`src/rtl/ps2_pkg.sv`:
```
// Shared definitions for the PS/2 keyboard scheduler: scan-code constants,
// scheduler state encoding and the key event record.
package ps2_pkg;

    localparam logic [7:0] SC_E0 = 8'hE0;
    localparam logic [7:0] SC_E1 = 8'hE1;
    localparam logic [7:0] SC_F0 = 8'hF0;
    localparam logic [7:0] SC_AA = 8'hAA;
    localparam logic [7:0] SC_FA = 8'hFA;
    localparam logic [7:0] SC_FE = 8'hFE;
    localparam logic [7:0] SC_00 = 8'h00;
    localparam logic [7:0] SC_FF = 8'hFF;

    localparam int EVT_W = 10;

    typedef enum logic [6:0] {
        ST_IDLE    = 7'b000_0001,
        ST_ARM     = 7'b000_0010,
        ST_WAIT    = 7'b000_0100,
        ST_EVAL    = 7'b000_1000,
        ST_DECODE  = 7'b001_0000,
        ST_GAP     = 7'b010_0000,
        ST_BACKOFF = 7'b100_0000
    } sched_state_t;

    typedef struct packed {
        logic       ext;
        logic       brk;
        logic [7:0] code;
    } key_evt_t;

    // Keyboard overrun markers count as errors rather than keys.
    function automatic logic is_overrun(input logic [7:0] b);
        return (b == SC_00) || (b == SC_FF);
    endfunction

    // BAT pass, ACK and resend carry no key information.
    function automatic logic is_ignored(input logic [7:0] b);
        return (b == SC_AA) || (b == SC_FA) || (b == SC_FE);
    endfunction

    function automatic logic is_key_byte(input logic [7:0] b);
        return !((b == SC_E0) || (b == SC_E1) || (b == SC_F0) ||
                 is_overrun(b) || is_ignored(b));
    endfunction

endpackage

```
`src/rtl/key_evt_fifo.sv`:
```
// Synchronous first-word-fall-through FIFO holding decoded key events.
// DEPTH must be a power of two so the pointers wrap naturally.
module key_evt_fifo
#(
    parameter int WIDTH = 10,
    parameter int DEPTH = 4
)
(
    input  logic             clock_quarter,
    input  logic             reset,
    input  logic             push,
    input  logic [WIDTH-1:0] push_data,
    input  logic             pop,
    output logic [WIDTH-1:0] pop_data,
    output logic             full,
    output logic             empty
);

    localparam int AW = $clog2(DEPTH);
    localparam logic [AW:0] FULL_CNT = DEPTH[AW:0];

    logic [WIDTH-1:0] mem [DEPTH];
    logic [AW-1:0]    wr_ptr;
    logic [AW-1:0]    rd_ptr;
    logic [AW:0]      count;
    logic             do_push;
    logic             do_pop;

    assign full     = (count == FULL_CNT);
    assign empty    = (count == '0);
    assign do_pop   = pop & ~empty;
    assign do_push  = push & (~full | do_pop);
    assign pop_data = mem[rd_ptr];

    always_ff @(posedge clock_quarter) begin
        if (do_push) begin
            mem[wr_ptr] <= push_data;
        end
    end

    always_ff @(posedge clock_quarter) begin
        if (reset) begin
            wr_ptr <= '0;
            rd_ptr <= '0;
            count  <= '0;
        end else begin
            if (do_push) begin
                wr_ptr <= wr_ptr + 1'b1;
            end
            if (do_pop) begin
                rd_ptr <= rd_ptr + 1'b1;
            end
            case ({do_push, do_pop})
                2'b10:   count <= count + 1'b1;
                2'b01:   count <= count - 1'b1;
                default: count <= count;
            endcase
        end
    end

endmodule

```
`src/rtl/ps2_kbd_sched.sv`:
```
// Arms ps2_rx frame by frame, retries after idle polls or errors, and folds
// scan-code prefixes into key events buffered for the report builder.
//
//  state   | meaning
//  IDLE    | wait for enable, receiver idle and a free FIFO slot
//  ARM     | pulse rx_start, clear frame cycle counter
//  WAIT    | count cycles until rx_finish, latch byte and error flag
//  EVAL    | classify frame: timeout, failed frame or good byte
//  DECODE  | apply prefix/skip rules, push a key event if complete
//  GAP     | short pause after an idle-poll timeout
//  BACKOFF | long pause after a failed frame
module ps2_kbd_sched
    import ps2_pkg::*;
#(
    parameter int FRAME_MIN_CYC = 40,
    parameter int POLL_GAP_CYC  = 8,
    parameter int BACKOFF_CYC   = 64,
    parameter int FIFO_DEPTH    = 4
)
(
    input  logic       clock_quarter,
    input  logic       reset,
    input  logic       enable,
    input  logic       rx_ready,
    input  logic       rx_finish,
    input  logic       rx_faild,
    input  logic [7:0] rx_buffer,
    output logic       rx_start,
    output logic       evt_valid,
    input  logic       evt_ready,
    output logic [7:0] evt_code,
    output logic       evt_ext,
    output logic       evt_break,
    output logic [7:0] err_cnt
);

    localparam logic [7:0] FRAME_MIN  = 8'(FRAME_MIN_CYC);
    localparam logic [7:0] GAP_LD     = 8'(POLL_GAP_CYC);
    localparam logic [7:0] BACKOFF_LD = 8'(BACKOFF_CYC);

    sched_state_t state;
    sched_state_t state_nxt;

    logic [7:0] cyc_cnt;
    logic [7:0] tmr;
    logic [7:0] rx_byte;
    logic       rx_err;
    logic       ext_flag;
    logic       brk_flag;
    logic [2:0] skip_cnt;

    logic       evt_push;
    key_evt_t   evt_push_data;
    key_evt_t   evt_head;
    logic       fifo_full;
    logic       fifo_empty;

    always_ff @(posedge clock_quarter) begin
        if (reset) begin
            state <= ST_IDLE;
        end else begin
            state <= state_nxt;
        end
    end

    always_comb begin
        state_nxt     = state;
        rx_start      = 1'b0;
        evt_push      = 1'b0;
        evt_push_data = '{ext: ext_flag, brk: brk_flag, code: rx_byte};
        case (state)
            ST_IDLE: begin
                if (enable && rx_ready && !fifo_full) begin
                    state_nxt = ST_ARM;
                end
            end
            ST_ARM: begin
                rx_start  = 1'b1;
                state_nxt = ST_WAIT;
            end
            ST_WAIT: begin
                if (rx_finish) begin
                    state_nxt = ST_EVAL;
                end
            end
            ST_EVAL: begin
                if (cyc_cnt < FRAME_MIN) begin
                    state_nxt = ST_GAP;
                end else if (rx_err) begin
                    state_nxt = ST_BACKOFF;
                end else begin
                    state_nxt = ST_DECODE;
                end
            end
            ST_DECODE: begin
                state_nxt = ST_IDLE;
                if (skip_cnt != 3'd0) begin
                    // Last byte of the Pause sequence emits a single E1 event.
                    if (skip_cnt == 3'd1) begin
                        evt_push      = 1'b1;
                        evt_push_data = '{ext: 1'b0, brk: 1'b0, code: SC_E1};
                    end
                end else if (is_key_byte(rx_byte)) begin
                    evt_push = 1'b1;
                end
            end
            ST_GAP, ST_BACKOFF: begin
                if (tmr <= 8'd1) begin
                    state_nxt = ST_IDLE;
                end
            end
            default: state_nxt = ST_IDLE;
        endcase
    end

    always_ff @(posedge clock_quarter) begin
        if (reset) begin
            cyc_cnt  <= '0;
            tmr      <= '0;
            rx_byte  <= '0;
            rx_err   <= 1'b0;
            ext_flag <= 1'b0;
            brk_flag <= 1'b0;
            skip_cnt <= '0;
            err_cnt  <= '0;
        end else begin
            case (state)
                ST_ARM: begin
                    cyc_cnt <= '0;
                end
                ST_WAIT: begin
                    if (cyc_cnt != 8'hFF) begin
                        cyc_cnt <= cyc_cnt + 8'd1;
                    end
                    if (rx_finish) begin
                        rx_byte <= rx_buffer;
                        rx_err  <= rx_faild;
                    end
                end
                ST_EVAL: begin
                    if (cyc_cnt < FRAME_MIN) begin
                        tmr <= GAP_LD;
                    end else if (rx_err) begin
                        if (err_cnt != 8'hFF) begin
                            err_cnt <= err_cnt + 8'd1;
                        end
                        ext_flag <= 1'b0;
                        brk_flag <= 1'b0;
                        skip_cnt <= '0;
                        tmr      <= BACKOFF_LD;
                    end
                end
                ST_DECODE: begin
                    if (skip_cnt != 3'd0) begin
                        skip_cnt <= skip_cnt - 3'd1;
                    end else if (rx_byte == SC_E1) begin
                        skip_cnt <= 3'd7;
                    end else if (rx_byte == SC_E0) begin
                        ext_flag <= 1'b1;
                    end else if (rx_byte == SC_F0) begin
                        brk_flag <= 1'b1;
                    end else if (is_overrun(rx_byte)) begin
                        if (err_cnt != 8'hFF) begin
                            err_cnt <= err_cnt + 8'd1;
                        end
                        ext_flag <= 1'b0;
                        brk_flag <= 1'b0;
                    end else if (!is_ignored(rx_byte)) begin
                        ext_flag <= 1'b0;
                        brk_flag <= 1'b0;
                    end
                end
                ST_GAP, ST_BACKOFF: begin
                    if (tmr != 8'd0) begin
                        tmr <= tmr - 8'd1;
                    end
                end
                default: begin
                end
            endcase
        end
    end

    key_evt_fifo #(
        .WIDTH (EVT_W),
        .DEPTH (FIFO_DEPTH)
    ) u_fifo (
        .clock_quarter (clock_quarter),
        .reset         (reset),
        .push          (evt_push),
        .push_data     (evt_push_data),
        .pop           (evt_ready),
        .pop_data      (evt_head),
        .full          (fifo_full),
        .empty         (fifo_empty)
    );

    assign evt_valid = ~fifo_empty;
    assign evt_code  = evt_head.code;
    assign evt_ext   = evt_head.ext;
    assign evt_break = evt_head.brk;

endmodule
```
`config.mk`:
```
export PLATFORM = sky130hd
export DESIGN_NAME = ps2_kbd_sched
export DESIGN_NICKNAME = d
export VERILOG_FILES = /design/src/rtl/ps2_pkg.sv /design/src/rtl/key_evt_fifo.sv /design/src/rtl/ps2_kbd_sched.sv
export SDC_FILE = /design/constraint.sdc
export NUM_CORES = 1
export LEC_CHECK = 0
export BUFFER_PORTS_ARGS = -buffer_cell sky130_fd_sc_hd__buf_2
export CAP_MARGIN = 20
export CORE_MARGIN = 5
export CORE_UTILIZATION = 60
export CTS_CLUSTER_DIAMETER = 200
export DETAILED_ROUTE_END_ITERATION = 8
export PLACE_DENSITY_LB_ADDON = 0.1
export SYNTH_ARGS = -nofsm -noshare
export SYNTH_HDL_FRONTEND = slang
export SYNTH_HIERARCHICAL = 1
export SYNTH_SLANG_ARGS = --single-unit
```
`constraint.sdc`:
```
create_clock -name clock_quarter -period 4.35 [get_ports clock_quarter]
set_clock_uncertainty 0.2 [all_clocks]
set_input_delay 0.6525 -clock clock_quarter [delete_from_list [all_inputs] [get_ports clock_quarter]]
set_output_delay 0.6525 -clock clock_quarter [all_outputs]
set_load 0.05 [all_outputs]
```
==> results of run 1 <==
==> area by class of cell <==
type | count | share of cell area
multi-input combinational | 295 | 0.416
clock inverter | 7 | 0.0147
timing repair buffer | 35 | 0.0365
tap | 99 | 0.0254
clock buffer | 9 | 0.0254
sequential | 94 | 0.469
inverter | 17 | 0.0131
==> tightest hold or removal path: stages (launching register included) <==
cell	delay (ns)
dfxtp_1	0.32
nand2_1	0.05
mux2i_1	0.05
==> registers in the layout (all words and copies together) (netlist names), 3 cells and up, named ones only <==
register / count
tmr: 8
err_cnt: 8
u_fifo/mem: 40
rx_byte: 8
state: 7
skip_cnt: 3
u_fifo/count: 3
cyc_cnt: 8
==> Yosys cell counts, drive strengths merged (2+ instances only) <==
| cell | number | area (µm²) |
|---|---|---|
| and3 | 5 | 31.3 |
| nand4 | 4 | 25.0 |
| a22oi | 2 | 15.0 |
| o31ai | 11 | 87.6 |
| nor4 | 3 | 33.8 |
| nor2 | 31 | 116 |
| edfxtp | 40 | 1200 |
| mux2i | 4 | 40.0 |
| dfxtp | 54 | 1080 |
| o21a | 3 | 22.5 |
| o21ai | 10 | 50.1 |
| inv | 17 | 63.8 |
| a31oi | 3 | 18.8 |
| nor4bb | 2 | 20.0 |
| o2111a | 2 | 22.5 |
| a21oi | 31 | 155 |
| or2 | 3 | 18.8 |
| nand3b | 2 | 15.0 |
| mux4 | 10 | 225 |
| nor3 | 7 | 35.0 |
| nand2 | 30 | 113 |
| xnor2 | 2 | 17.5 |
| nand2b | 8 | 50.1 |
| and2 | 12 | 75.1 |
| buf | 9 | 60.1 |
| nor4b | 2 | 23.8 |
| clkbuf | 11 | 42.5 |
| nor3b | 3 | 22.5 |
| a21boi | 4 | 30.0 |
| xor2 | 5 | 43.8 |
| or4 | 10 | 75.1 |
| or3 | 14 | 87.6 |
| nand3 | 32 | 160 |
| o2111ai | 2 | 17.5 |
| a211oi | 2 | 15.0 |
| nor2b | 4 | 27.5 |
| ha | 11 | 138 |
==> through the flow <==
stage | utilization | total power (W) | std cells | hold slack (ns)
3_5_place_dp | 0.643 | 0.00111 | 539 | 0.248
5_1_grt | 0.671 | 0.00173 | 556 | 0.290
6_report | 0.671 | 0.00165 | 556 | 0.259
3_3_place_gp | 0.643 | 0.00111 | 539 | 0.245
2_1_floorplan | - | 0.00108 | 426 | 0.230
4_1_cts | 0.670 | 0.00167 | 555 | 0.262
==> routing by layer <==
metal  vias up  GRT usage  wire length [µm]
met5         -          0                 0
met4         0     0.0794               119
met3         7     0.0383               345
met2        57      0.358              4400
met1      1558      0.225              3490
li1       1635          -                 -
==> worst max path at each step <==
stage | depth (start not counted) | endpoint | slack, ns
6_report | 7 | u_fifo/mem[3][9] | 0.43
2_1_floorplan | 12 | u_fifo/count[2] | 1.24
3_3_place_gp | 7 | u_fifo/mem[1][1] | 0.75
3_5_place_dp | 7 | u_fifo/mem[3][7] | 0.51
5_1_grt | 7 | u_fifo/mem[3][9] | 0.24
4_1_cts | 7 | u_fifo/mem[3][8] | 0.51
==> cells by family after synthesis <==
kind of cell / synth area share
adder cells (fa/ha/maj): 0.0352
flip-flops: 0.510
AND/OR/NAND/NOR: 0.214
AO/OA/AOI/OAI: 0.128
buffers and inverters: 0.0372
multiplexers: 0.0618
XOR/XNOR: 0.0137
==> report_power, final <==
group	leakage (nW)	total, W	switching (W)	internal, W
Clock	0.101	0.000552	0.000326	0.000227
Combinational	0.822	0.000142	0.0000929	0.0000494
Sequential	0.757	0.000953	0.0000217	0.000931
Total	1.68	0.00165	0.000440	0.00121
==> flow_metrics.tcl, run 1 <==
set metrics [dict create \
    status "finished clean" \
    final_cell_mix "54 x dfxtp_1, 40 x edfxtp_1, 34 x buf_2, 32 x nand3_1" \
    drv_cap 0 \
    routed_wl_um 8350 \
    crit_path_start_kind "flip-flop" \
    critical_path_class "reg2reg" \
    die-area_um2 9280 \
    powerDensity_nw_per_um2 338 \
    peakVddDrop_v 0.000199 \
    crit_required_ns 4.14 \
    grt_max_degree 42 \
    arrival_ns 3.71 \
    ff2ff_setup_slack_ns 0.43 \
    n_fill_cell 588 \
    worstHoldPathType "reg2reg" \
    ys_async_sr_fraction 0 \
    drive_gt1_frac 0.151 \
    multi_input_area_um2 2020 \
    drtIter0Drc 197 \
    min_from "brk_flag" \
    cts_made_buffers 9 \
    syn-cell-area_um2 4470 \
    vias 3257 \
    cp_cell_sequence "nor4_4 > and3_1 > and3_1 > nand2_1 > o21ai_0 > nor2b_2 > and2_1" \
    ys_seq_area_frac 0.510 \
    synth-edff-count 40 \
    postRouteAntennaNets 0 \
    crit_path_max_fanout 10 \
    placed_cell_area_um2 4660 \
    via_per_inst 5.86 \
    slew-limit-headroom 0.272 \
    holdPathStages 2 \
    drt_pass1_iterations 4 \
    num-nets-final 479 \
    numClockSinks 94 \
    wl_per_cell_um 15.0 \
    leakage_nw 1.68 \
    rsz0062_at_grt "no" \
    synth_cell_types 67 \
    stdcell_area_um2 4870 \
    synth-main-ff-cell "dfxtp_1" \
    dieWidth_um 96.3 \
    finalCriticalPeriod_ns 3.92 \
    tightest_slew_ns 1.08 \
    antennaDiodeCount 0 \
    tns_ns 0 \
    slew_violations 0 \
    crit_family "simple AND/OR/NAND/NOR gates" \
    clock_latency_ns 0.36 \
    setup_violations 0 \
    avgSynthCellArea_um2 10.5 \
    finalHoldViolCount 0 \
    crit_top_cell "and3_1" \
    cts_resized 0 \
    cp-end-kind "flip-flop" \
    die_height_um 96.3 \
    cts_tree "yes" \
    post_cts_buffers 0 \
    cts_buffer_depth 2 \
    clock.fmax_ghz 0.255 \
    place.port_buffers 34 \
    fin_crit_sh 0.901 \
    ios 35 \
    root_buffer "clkbuf_8" \
    hpwl_um 6110 \
    cts_hold_buf 0 \
    crit-reg2reg-launch "state[6]" \
    first_global_vias 3139 \
    path_buf_inv 0 \
    seq_area_um2 2280 \
    worstHoldEndpoint "brk_flag" \
    antenna_found_initial 0 \
    layout_commonest_cell "dfxtp_1" \
    crit_start "state[6]" \
    fin_ws_ns 0.433 \
    core_area_um2 7250 \
    cts.clk_slew.worst_paths_ns 0.10 \
    ys_seq_elements 94 \
    rr_endpoint "u_fifo/mem[3][9]" \
    cpPeakStageDelay_ns 0.83 \
    grt_usage 0.197 \
    r2r_cells 7 \
    place_congestion 0.814 \
    grt_pass1_wl_um 14000 \
    cts_max_level 3 \
    drc_errors 0 \
    syn_to_final_growth_pct 8.81 \
    synthCells 426 \
    placementRows 31 \
    overflow 0 \
    initial_core_util 0.617 \
    syn-num-nets 453 \
    slowest_stage "o21ai_0" \
    synth_warnings 6 \
    pre_cts_ws_ns 0.506 \
]
Note: power is estimated with default switching activity, not from simulation.
==> run 2: changes to the inputs <==
Settings changed: CORE_UTILIZATION 60 to 62, CTS_BUF_LIST set to sky130_fd_sc_hd__clkbuf_4 sky130_fd_sc_hd__clkbuf_8.
==> flow_metrics.tcl, run 2 (synthesis results as in run 1) <==
set metrics [dict create \
    syn_to_final_growth_pct 8.84 \
    tns_ns 0 \
    place_congestion 0.866 \
    drive_gt1_frac 0.151 \
    cts_hold_buf 0 \
    cts_made_buffers 9 \
    setup_violations 0 \
    wl_per_cell_um 15.4 \
    drv_cap 0 \
    arrival_ns 3.39 \
    leakage_nw 1.68 \
    routed_wl_um 8540 \
    clock_latency_ns 0.37 \
    ios 35 \
    overflow 0 \
    via_per_inst 5.92 \
    drc_errors 0 \
    die_height_um 94.9 \
    n_fill_cell 605 \
    drtIter0Drc 194 \
    slew-limit-headroom 0.270 \
    r2r_cells 11 \
    cts_resized 0 \
    rsz0062_at_grt "no" \
    numClockSinks 94 \
    crit_path_start_kind "flip-flop" \
    place.port_buffers 34 \
    cts_tree "yes" \
    regMostFlops "u_fifo/mem" \
    root_buffer "clkbuf_8" \
    critical_path_class "reg2reg" \
    antennaDiodeCount 0 \
    layout_commonest_cell "dfxtp_1" \
    finalHoldViolCount 0 \
    slew_violations 0 \
    clock.fmax_ghz 0.301 \
    antenna_found_initial 0 \
    powerDensity_nw_per_um2 339 \
    postRouteAntennaNets 0 \
    crit-reg2reg-launch "rx_byte[1]" \
    peakVddDrop_v 0.000279 \
    status "finished clean" \
    crit_start "rx_byte[1]" \
    dieWidth_um 94.9 \
    cts_buffer_depth 2 \
    finalCriticalPeriod_ns 3.32 \
    fin_crit_sh 0.764 \
    die-area_um2 9010 \
    vias 3289 \
    largest_reg_flops 40 \
    worstHoldPathType "reg2reg" \
    cp-endpoint "u_fifo/count[2]" \
    placementRows 31 \
    crit_required_ns 4.42 \
    post_cts_buffers 0 \
    hpwl_um 6220 \
    drt_pass1_iterations 4 \
    num-nets-final 479 \
    core_area_um2 7140 \
    rr_endpoint "u_fifo/count[2]" \
    cp-end-kind "flip-flop" \
    grt_max_degree 42 \
    grt_usage 0.203 \
    first_global_vias 3121 \
    final_cell_mix "54 x dfxtp_1, 40 x edfxtp_1, 34 x buf_2, 32 x nand3_1" \
    final_core_util 0.682 \
    ff2ff_setup_slack_ns 1.03 \
    tightest_slew_ns 1.09 \
    cts.clk_slew.worst_paths_ns 0.10 \
    initial_core_util 0.627 \
    cts_max_level 3 \
    grt_pass1_wl_um 14200 \
    crit_path_max_fanout 9 \
]
[run 2: cell count changes in the layout (fill, tap and decap cells not counted)]
cell        delta
inv_8          -2
clkinv_8       +1
clkinvlp_4     +1
inv_6          +1
clkinv_4       -1
[run 2: power breakdown]
group / internal [W] / switching, W / total, W
Clock: 0.000224 / 0.000335 / 0.000559
Sequential: 0.000931 / 0.0000234 / 0.000954
Combinational: 0.0000492 / 0.0000887 / 0.000138
[run 2: cell type report]
class,instances,area [µm²],share of cell area
Clock buffer,9,124,0.0254
Clock inverter,7,72.6,0.0149
Inverter,17,63.8,0.0131
Multi-Input combinational cell,295,2020,0.416
Sequential cell,94,2280,0.469
Tap cell,99,124,0.0254
Timing Repair Buffer,35,178,0.0365
[run 2: stage by stage]
step	worst slack (ns)	cell area [µm²]	std cells	power, W	hold slack, ns
2_1_floorplan	1.24	4470	426	0.00108	0.230
3_3_place_gp	1.12	4670	540	0.00111	0.248
3_5_place_dp	1.02	4670	540	0.00111	0.252
4_1_cts	1.02	4870	556	0.00166	0.267
5_1_grt	0.798	4870	556	0.00173	0.295
6_report	1.03	4870	556	0.00165	0.266
[run 2: metal layers]
layer	routed length (µm)	global-route usage
met5	0	0
met4	180	0.0889
met3	287	0.0486
met2	4380	0.356
met1	3690	0.235
[run 2: worst min path at each step]
stage | from | endpoint | slack (ns) | cells past startpoint
3_3_place_gp | brk_flag | brk_flag | 0.25 | 2
6_report | brk_flag | brk_flag | 0.27 | 2
3_5_place_dp | tmr[6] | tmr[6] | 0.25 | 2
4_1_cts | brk_flag | brk_flag | 0.27 | 2
2_1_floorplan | tmr[6] | tmr[6] | 0.23 | 2
5_1_grt | ext_flag | ext_flag | 0.30 | 2
[run 2: worst max-delay path, cell delays in order, from the launching register on]
cell	delay [ns]
dfxtp_1	0.36
or4_1	0.53
or3_1	0.34
and3_1	0.23
nand2_1	0.07
o21ai_0	0.07
buf_4	0.19
nand2b_1	0.16
fa_1	0.39
nand2b_1	0.16
o31ai_2	0.18
mux2_1	0.34
